===== config.mk =====
export PLATFORM = sky130hd
export DESIGN_NAME = deserializer
export DESIGN_NICKNAME = d
export VERILOG_FILES = /design/src/rtl/deserializer.sv
export SDC_FILE = /design/constraint.sdc
export NUM_CORES = 1
export LEC_CHECK = 0
export CAP_MARGIN = 10
export CORE_MARGIN = 2
export CORE_UTILIZATION = 28
export DETAILED_ROUTE_END_ITERATION = 7
export HOLD_SLACK_MARGIN = 0.03
export PLACE_DENSITY = 0.51
export SYNTH_ARGS = -nofsm -noshare
export SYNTH_HDL_FRONTEND = slang
export SYNTH_SLANG_ARGS = --single-unit

===== constraint.sdc =====
create_clock -name clk_i -period 4.2 [get_ports clk_i]
set_input_delay 1.05 -clock clk_i [delete_from_list [all_inputs] [get_ports clk_i]]
set_output_delay 1.05 -clock clk_i [all_outputs]
set_load 0.01 [all_outputs]

===== src/rtl/deserializer.sv =====
// -----------------------------------------------------------------------------
// deserializer
//
// Rebuilds parallel words from an MSB-first serial stream qualified by a valid
// strobe. This is the receive side of the lab serializer. A frame closes on
// its DATA_W-th bit, or on the first idle cycle after at least one bit.
//
// Frame endings:
//   - A full frame is reported with length code 0.
//   - A short frame of 3 or more bits is reported with length code = bit count.
//   - A runt frame of 1 or 2 bits is dropped and flagged on err_o.
//
// Ports:
//   clk_i             in   1       clock, rising edge
//   srst_i            in   1       synchronous reset, active-high
//   data_i            in   1       serial data bit
//   data_val_i        in   1       data_i valid this cycle
//   deser_data_o      out  DATA_W  rebuilt word, left-aligned (first bit = MSB)
//   deser_data_mod_o  out  MOD_W   valid bit count, DATA_W encoded as 0
//   deser_data_val_o  out  1       one-cycle strobe for data/mod
//   err_o             out  1       one-cycle pulse: runt frame dropped
//   rx_busy_o         out  1       a frame is partially collected
// -----------------------------------------------------------------------------
module deserializer #(
    parameter int DATA_W = 16,
    parameter int MOD_W  = $clog2(DATA_W)
) (
    input  logic              clk_i,
    input  logic              srst_i,
    input  logic              data_i,
    input  logic              data_val_i,
    output logic [DATA_W-1:0] deser_data_o,
    output logic [MOD_W-1:0]  deser_data_mod_o,
    output logic              deser_data_val_o,
    output logic              err_o,
    output logic              rx_busy_o
);

    // Index of the last bit of a full frame, and the shortest frame worth reporting.
    localparam logic [MOD_W-1:0] CNT_LAST     = MOD_W'(DATA_W - 1);
    localparam logic [MOD_W-1:0] CNT_MIN_EMIT = MOD_W'(3);

    logic [DATA_W-1:0] sr_q,   sr_d;
    logic [MOD_W-1:0]  cnt_q,  cnt_d;
    logic [DATA_W-1:0] data_q, data_d;
    logic [MOD_W-1:0]  mod_q,  mod_d;
    logic              val_q,  val_d;
    logic              err_q,  err_d;
    logic              busy_q, busy_d;

    // Shift register with the incoming bit already placed at its position.
    logic [DATA_W-1:0] word_s;
    logic [MOD_W-1:0]  bit_pos_s;

    // State and output registers; reset wins over any data on the same edge.
    always_ff @(posedge clk_i) begin
        if (srst_i) begin
            sr_q   <= {DATA_W{1'b0}};
            cnt_q  <= {MOD_W{1'b0}};
            data_q <= {DATA_W{1'b0}};
            mod_q  <= {MOD_W{1'b0}};
            val_q  <= 1'b0;
            err_q  <= 1'b0;
            busy_q <= 1'b0;
        end else begin
            sr_q   <= sr_d;
            cnt_q  <= cnt_d;
            data_q <= data_d;
            mod_q  <= mod_d;
            val_q  <= val_d;
            err_q  <= err_d;
            busy_q <= busy_d;
        end
    end

    // Next-state logic: accept a bit, close a full frame, or close/drop on idle.
    always_comb begin
        sr_d   = sr_q;
        cnt_d  = cnt_q;
        data_d = data_q;
        mod_d  = mod_q;
        val_d  = 1'b0;
        err_d  = 1'b0;

        // Bit k of the frame lands at DATA_W-1-k, so the first bit ends up in the MSB.
        bit_pos_s         = CNT_LAST - cnt_q;
        word_s            = sr_q;
        word_s[bit_pos_s] = data_i;

        if (data_val_i) begin
            if (cnt_q == CNT_LAST) begin
                // The last bit goes straight to the output, which lets the
                // next cycle begin a new frame with no gap.
                data_d = word_s;
                mod_d  = {MOD_W{1'b0}};
                val_d  = 1'b1;
                sr_d   = {DATA_W{1'b0}};
                cnt_d  = {MOD_W{1'b0}};
            end else begin
                sr_d  = word_s;
                cnt_d = cnt_q + MOD_W'(1);
            end
        end else if (cnt_q >= CNT_MIN_EMIT) begin
            // Short frame: the LSBs that were never written are already 0 in sr_q.
            data_d = sr_q;
            mod_d  = cnt_q;
            val_d  = 1'b1;
            sr_d   = {DATA_W{1'b0}};
            cnt_d  = {MOD_W{1'b0}};
        end else if (cnt_q != {MOD_W{1'b0}}) begin
            // A 1- or 2-bit frame cannot be a serializer word, so flag it and drop it.
            err_d = 1'b1;
            sr_d  = {DATA_W{1'b0}};
            cnt_d = {MOD_W{1'b0}};
        end else begin
            // Idle with no frame in progress: hold.
            sr_d  = sr_q;
            cnt_d = cnt_q;
        end

        busy_d = (cnt_d != {MOD_W{1'b0}});
    end

    assign deser_data_o     = data_q;
    assign deser_data_mod_o = mod_q;
    assign deser_data_val_o = val_q;
    assign err_o            = err_q;
    assign rx_busy_o        = busy_q;

endmodule


==> results.ini <==
[grt]
grt_overflow = 0
grtUsageTotal_pct = 13.7
grt_pass1_vias = 1802
antenna_found_initial = 0
grt_max_degree = 32
grt_first_pass_wirelength_um = 9320

[drt]
routed_wl_um = 5470
vias = 1905
post_drt_wl_per_cell_um = 14.6
ant_nets = 0
route.detailed.drc = 0
via_per_inst = 5.08
drt_iter0_drc = 143
firstDrtPassIters = 4

[sta]
hold_slack_ns = 0.440
rsz0062_at_grt = no
hold_viol = 0
clock_skew_ns = 0.00807
max_freq_mhz = 347
slew_viol_final = 0
fin_crit_sh_pct = 68.6
slew_headroom_pct = 32.8
finalSetupTns_ns = 0
period_minus_slack_ns = 2.88
tightest_slew_ns = 1.01
setup_viol = 0

[cells_and_area]
drive_gt1_share_pct = 6.96
area_growth_pct = 18.7
final-seq-area_um2 = 861
multi_input_comb_area_um2 = 1180
fin_cells = 375
fin_nets = 282
antennaDiodeCount = 0
final_area_um2 = 2590
fillerInstances = 812

[setup_path]
arrival_ns = 3.10
worst-setup-path-type = in -> reg
cp.required_ns = 4.42
path_delay_family = buffers and inverters
worstPathMaxFanout = 22
cp-end-kind = flop
critPathBufInv = 2
max_stage_delay_ns = 0.73
crit_path_cell_trace = clkdlybuf4s50_1 -> buf_4 -> nand2b_1 -> nor3b_1 -> mux2i_1 -> a211oi_1
cp-start-kind = input pin
cp_slowest_cell = clkdlybuf4s50_1

[synthesis]
async_reset_ff_share_pct = 0
yosysSeqAreaShare_pct = 39.5
syn_area_per_cell_um2 = 8.48
synth_area_leaders = dfxtp_1 39%, nor2_1 6.7%, mux2i_1 4.6%, a21oi_1 4.1%, a211oi_1 4.1%
yosysMostFrequentCell = dfxtp_1
yosys-top-cells-count = 43 x dfxtp_1, 39 x nor2_1, 18 x a21oi_1
synth_nets = 266
netlist_area_um2 = 2180
yosysTopAreaCell = dfxtp_1
synth_top_area_share_pct = 39.5
synthCells = 257
synth_flop_cell = dfxtp_1
ys_seq_elements = 43
ys_types = 45
synth_edf_count = 0
ys_warn_count = 0

[run]
maxCapViolCount = 0

[min_path]
min_path_type = reg -> reg

[place]
place_congestion = 0.824
io_buffers = 26
placed_cell_area_um2 = 2500
dp_hpwl_um = 3680
dp_cells = 368

[clock_tree]
clk_latency_ns = 0.30
cts_hold_buf = 0
cts_sinks = 43
path_clk_slew_ns = 0.08
tritoncts = yes
cts_resized = 0
cts_buffers = 5
h-tree-depth = 2
postCtsSetupRepairBufs = 0
root_buffer = clkbuf_8
cts_max_path_buffers = 2

[power_and_ir_drop]
power.share.sequential_pct = 51.8
clkPwrFrac_pct = 33.0
p_leak_nw = 0.864
switching_share_pct = 27.2
p_switching_w = 0.000223
power_density_nw_per_um2 = 317
combPwrFrac_pct = 15.2
p_int_w = 0.000598
ir_worst_vdd_uv = 158

[floorplan]
pin_count = 27
core_um2 = 7650
initial_utilization_pct = 28.5
dieArea_um2 = 8510
rows = 32
die_h_um = 92.2
dieWidth_um = 92.2

[status]
status = finished, final reports clean

-- state kept, by name (all words and copies together) (netlist names) --
signal and count:
err_o 1, deser_data_o 16, deser_data_val_o 1, deser_data_mod_o 4, rx_busy_o 1, sr_q 16, cnt_q 4
-- through the flow --
step | setup WS [ns] | utilization, % | power, W
floorplan | 2.06 | - | 0.000518
global placement | 1.05 | 32.7 | 0.000561
detailed placement | 1.02 | 32.7 | 0.000559
CTS | 1.32 | 33.8 | 0.000833
global route | 1.10 | 33.8 | 0.000861
finish | 1.32 | 33.8 | 0.000821
-- metal layers --
metal	routed length, um	global-route usage [%]	vias to the layer above	part of all wire [%]
met5	0	0	-	0
met2	2310	19.5	50	42
met1	2840	20.3	884	52
met4	79	4.48	0	1.4
li1	-	-	964	-
met3	245	2.88	7	4.5
-- final timing paths --
path / startpoint / end / cells past startpoint / slack (ns)
setup / recovery: data_val_i / deser_data_o[15]$_SDFFE_PP0P_ / 6 / 1.32
setup reg to reg: cnt_q[2]$_SDFF_PP0_ / sr_q[8]$_SDFFE_PP0P_ / 4 / 1.97
hold reg to reg: sr_q[0]$_SDFFE_PP0P_ / sr_q[0]$_SDFFE_PP0P_ / 2 / 0.44
hold / removal: sr_q[0]$_SDFFE_PP0P_ / sr_q[0]$_SDFFE_PP0P_ / 2 / 0.44
-- area by class of cell --
| type | count | share of cell area (%) |
|---|---|---|
| Inverter | 10 | 1.45 |
| Timing Repair Buffer | 31 | 11.5 |
| Clock inverter | 1 | 0.193 |
| Multi-Input combinational cell | 182 | 45.5 |
| Tap cell | 102 | 4.93 |
| Clock buffer | 6 | 3.19 |
| Sequential cell | 43 | 33.3 |
-- power by group through the flow --
stage	registers, W	logic, W	clock network, W
after floorplan	0.000436	0.0000822	0
after global placement	0.000435	0.000126	0
after global routing	0.000427	0.000138	0.000296
final	0.000425	0.000125	0.000271
after CTS	0.000425	0.000125	0.000283
after detailed placement	0.000435	0.000124	0
-- placed cells by master, fill, tap and decap left out, drive strengths merged, types with 2 or more instances in the layout --
| cell type | netlist | routed |
|---|---|---|
| dfxtp | 43 | 43 |
| nor2 | 39 | 39 |
| clkdlybuf4s50 | 0 | 26 |
| a21oi | 19 | 19 |
| nand2 | 14 | 14 |
| o21ai | 14 | 14 |
| a211oi | 12 | 12 |
| mux2i | 11 | 11 |
| inv | 9 | 9 |
| a22oi | 8 | 8 |
| a32o | 8 | 8 |
| nor2b | 6 | 6 |
| clkbuf | 8 | 6 |
| a311oi | 5 | 5 |
| ha | 5 | 5 |
| buf | 14 | 5 |
| nand3 | 4 | 4 |
| nand4 | 4 | 4 |
| o21a | 4 | 4 |
| nor3 | 3 | 3 |
| o32ai | 3 | 3 |
| nor4b | 2 | 2 |
| and3 | 2 | 2 |
| a32oi | 2 | 2 |
| clkinv | 1 | 2 |
-- tightest hold or removal path: cells and delay by family (launching register included) --
kind,cells,cell delay (ns)
DFF,1,0.32
AOI/OAI and AO/OA,1,0.03
and+or+nand+nor,1,0.05
-- logic make-up after synthesis --
logic type / count (synthesis) / share of synthesized area (%)
compound gates: 81 / 26.0
xor+xnor: 1 / 0.402
buf+inv: 32 / 6.83
mux: 12 / 6.14
simple gates: 83 / 18.3
fa+ha+maj: 5 / 2.87
flops: 43 / 39.5
Note: power is estimated with default switching activity, not from simulation.
==> RTL change (config.mk and constraints unchanged) <==
Add an input register stage for `data_i` and `data_val_i`; this delays them by one clock. Comments in the files are not updated.
--- a/src/rtl/deserializer.sv
+++ b/src/rtl/deserializer.sv
@@ -39,6 +39,14 @@
     // Index of the last bit of a full frame, and the shortest frame worth reporting.
     localparam logic [MOD_W-1:0] CNT_LAST     = MOD_W'(DATA_W - 1);
     localparam logic [MOD_W-1:0] CNT_MIN_EMIT = MOD_W'(3);
+
+    logic data_r;
+    logic data_val_q;
+
+    always_ff @(posedge clk_i) begin
+        data_r     <= data_i;
+        data_val_q <= data_val_i;
+    end
 
     logic [DATA_W-1:0] sr_q,   sr_d;
     logic [MOD_W-1:0]  cnt_q,  cnt_d;
@@ -85,9 +93,9 @@
         // Bit k of the frame lands at DATA_W-1-k, so the first bit ends up in the MSB.
         bit_pos_s         = CNT_LAST - cnt_q;
         word_s            = sr_q;
-        word_s[bit_pos_s] = data_i;
+        word_s[bit_pos_s] = data_r;
 
-        if (data_val_i) begin
+        if (data_val_q) begin
             if (cnt_q == CNT_LAST) begin
                 // The last bit goes straight to the output, which lets the
                 // next cycle begin a new frame with no gap.
Check against the original RTL: not equivalent (a bounded check fails within 4 cycles, from zero or initial values and one cycle with srst_i high).
==> RTL change against the unedited design <==
  * Hold slack improved by 0.037 ns
  * Clock skew decreased by 0.0032 ns
  * Sequential cell count increased by 2
  * Worst setup slack improved by 0.45 ns
  * Area after synthesis increased by 3.0%
  * Total power increased by 0.91%
  * Wire length increased by 0.16%
  * Design area increased by 1.7%
==> RTL change: results (changes against the unedited design) <==
** Outcome
- Run status :: finished, final reports clean (unchanged)

** Setup path
- Crit Path Max Fanout :: 32 (was 22)
- The highest cell delay on the worst timing path is 0.40 ns (was 0.73 ns).
- The signal arrival time at the worst endpoint was 2.67 ns (was 3.10 ns).

** Place
- Place WS :: 1.43 ns (was 1.02 ns)
- Area after DPL :: 2550 um^2 (was 2500 um^2)
- The half-perimeter wire length after detailed placement came to 3520 um (was 3680 um).
- Global placer's final weighted congestion :: 0.759 (was 0.824)

** Global routing
- Global-route track usage on met2 :: 19.1% (was 19.5%)
- Met1 Use GR :: 19.7% (was 20.3%)
- Global-route wire length before repair :: 9250 um (was 9320 um)
- Global-route met3 utilization :: 2.66% (was 2.88%)
- The pin count of the biggest net entering global routing is 33 (was 32).
- Vias in the first global route :: 1745 (was 1802)
- Combined global-route utilization of all metal layers :: 13.2% (was 13.7%)

** Pwr
- The leakage power summed over all cells came to 0.937 nW (was 0.864 nW).
- The largest voltage drop on the vdd net came to 0.000117 V (was 0.000158 V).

** Cells and area
- The final non-filler cell total is 377 (was 375).
- The fraction of final layout cells sized beyond drive strength 1 is 6.18% (was 6.96%).

** Synth
- Synthesized instance count :: 263 (was 257)
- The count of unique library cells instantiated by Yosys is 47 (was 45).
- Main area contributors after synthesis: sky130_fd_sc_hd__dfxtp_1 (40%), sky130_fd_sc_hd__nor2_1 (5.5%), sky130_fd_sc_hd__mux2i_1 (5.3%), sky130_fd_sc_hd__a211oi_1 (5.0%), sky130_fd_sc_hd__a32o_1 (4.9%) (was sky130_fd_sc_hd__dfxtp_1 (39%), sky130_fd_sc_hd__nor2_1 (6.7%), sky130_fd_sc_hd__mux2i_1 (4.6%), sky130_fd_sc_hd__a21oi_1 (4.1%), sky130_fd_sc_hd__a211oi_1 (4.1%)).
- Synthesized Nets :: 272 (was 266)
- Commonest cells in the netlist: sky130_fd_sc_hd__dfxtp_1 (45), sky130_fd_sc_hd__nor2_1 (33), sky130_fd_sc_hd__a211oi_1 (15), sky130_fd_sc_hd__a21oi_1 (14), sky130_fd_sc_hd__clkbuf_1 (14) (was sky130_fd_sc_hd__dfxtp_1 (43), sky130_fd_sc_hd__nor2_1 (39), sky130_fd_sc_hd__a21oi_1 (18), sky130_fd_sc_hd__nand2_1 (14), sky130_fd_sc_hd__o21ai_0 (14)).

** Detailed routing
- Met1 layer wirelength in the final routing :: 2870 um (was 2840 um)
- The sum of met2 wire segment lengths after detailed routing came to 2350 um (was 2310 um).
- Met3 wire len :: 186 um (was 245 um)
- DRC marker count from the first detailed-route iteration :: 155 (was 143)
- Via count normalized by instance count :: 5.10 (was 5.08)

** STA
- The setup clock skew after layout was 0.00488 ns (was 0.00807 ns).
- Actual slew at the worst max-slew pin :: 0.991 ns (was 1.01 ns)
## RTL change: cell types whose count changed in the layout (fill, tap and decap cells not counted), sizes merged, moves of 3 or more
cell,delta
a311oi,-4
nand2,-3
inv,-3
nand3,+7
a21oi,-5
nor2,-5
a211oi,+3
a32o,+3
a21o,+3
nand2b,+3
## RTL change: final cells by class
class | count | area [um^2]
well taps | 102 | 128
clock buffers | 6 | 72.6
multi-input cells | 185 | 1200
clock inverters | 2 | 10.0
repair buffers | 30 | 290
flip-flops and latches | 45 | 901
fillers | 815 | 5130
inverters | 7 | 26.3
## RTL change: worst paths after layout
| check | start | end | slack, ns | depth (start not counted) |
|---|---|---|---|---|
| worst max-delay path | srst_i | sr_q[2]$_SDFFE_PP0P_ | 1.77 | 6 |
| worst min-delay path | deser_data_mod_o[3]$_SDFFE_PP0P_ | deser_data_mod_o[3]$_SDFFE_PP0P_ | 0.48 | 2 |
| worst max register to register | cnt_q[3]$_SDFF_PP0_ | deser_data_o[14]$_SDFFE_PP0P_ | 1.81 | 5 |
| worst min register to register | deser_data_mod_o[3]$_SDFFE_PP0P_ | deser_data_mod_o[3]$_SDFFE_PP0P_ | 0.48 | 2 |
## RTL change: kinds of logic (layout without fill, tap and decap cells)
kind of cell,after synthesis,count (layout),share of synthesized area [%]
muxes,13,13,6.02
adders and majority gates,5,5,2.79
DFF,45,45,40.1
buffers and inverters,33,45,6.24
AOI/OAI and AO/OA,81,81,26.0
xor gates and xnor gates,2,2,0.780
and+or+nand+nor,84,84,18.1
## RTL change: where the power goes
part	leakage, nW	switching (mW)	internal [mW]
clock network	0.0450	0.149	0.116
registers	0.365	0.0142	0.437
logic	0.527	0.0651	0.0472
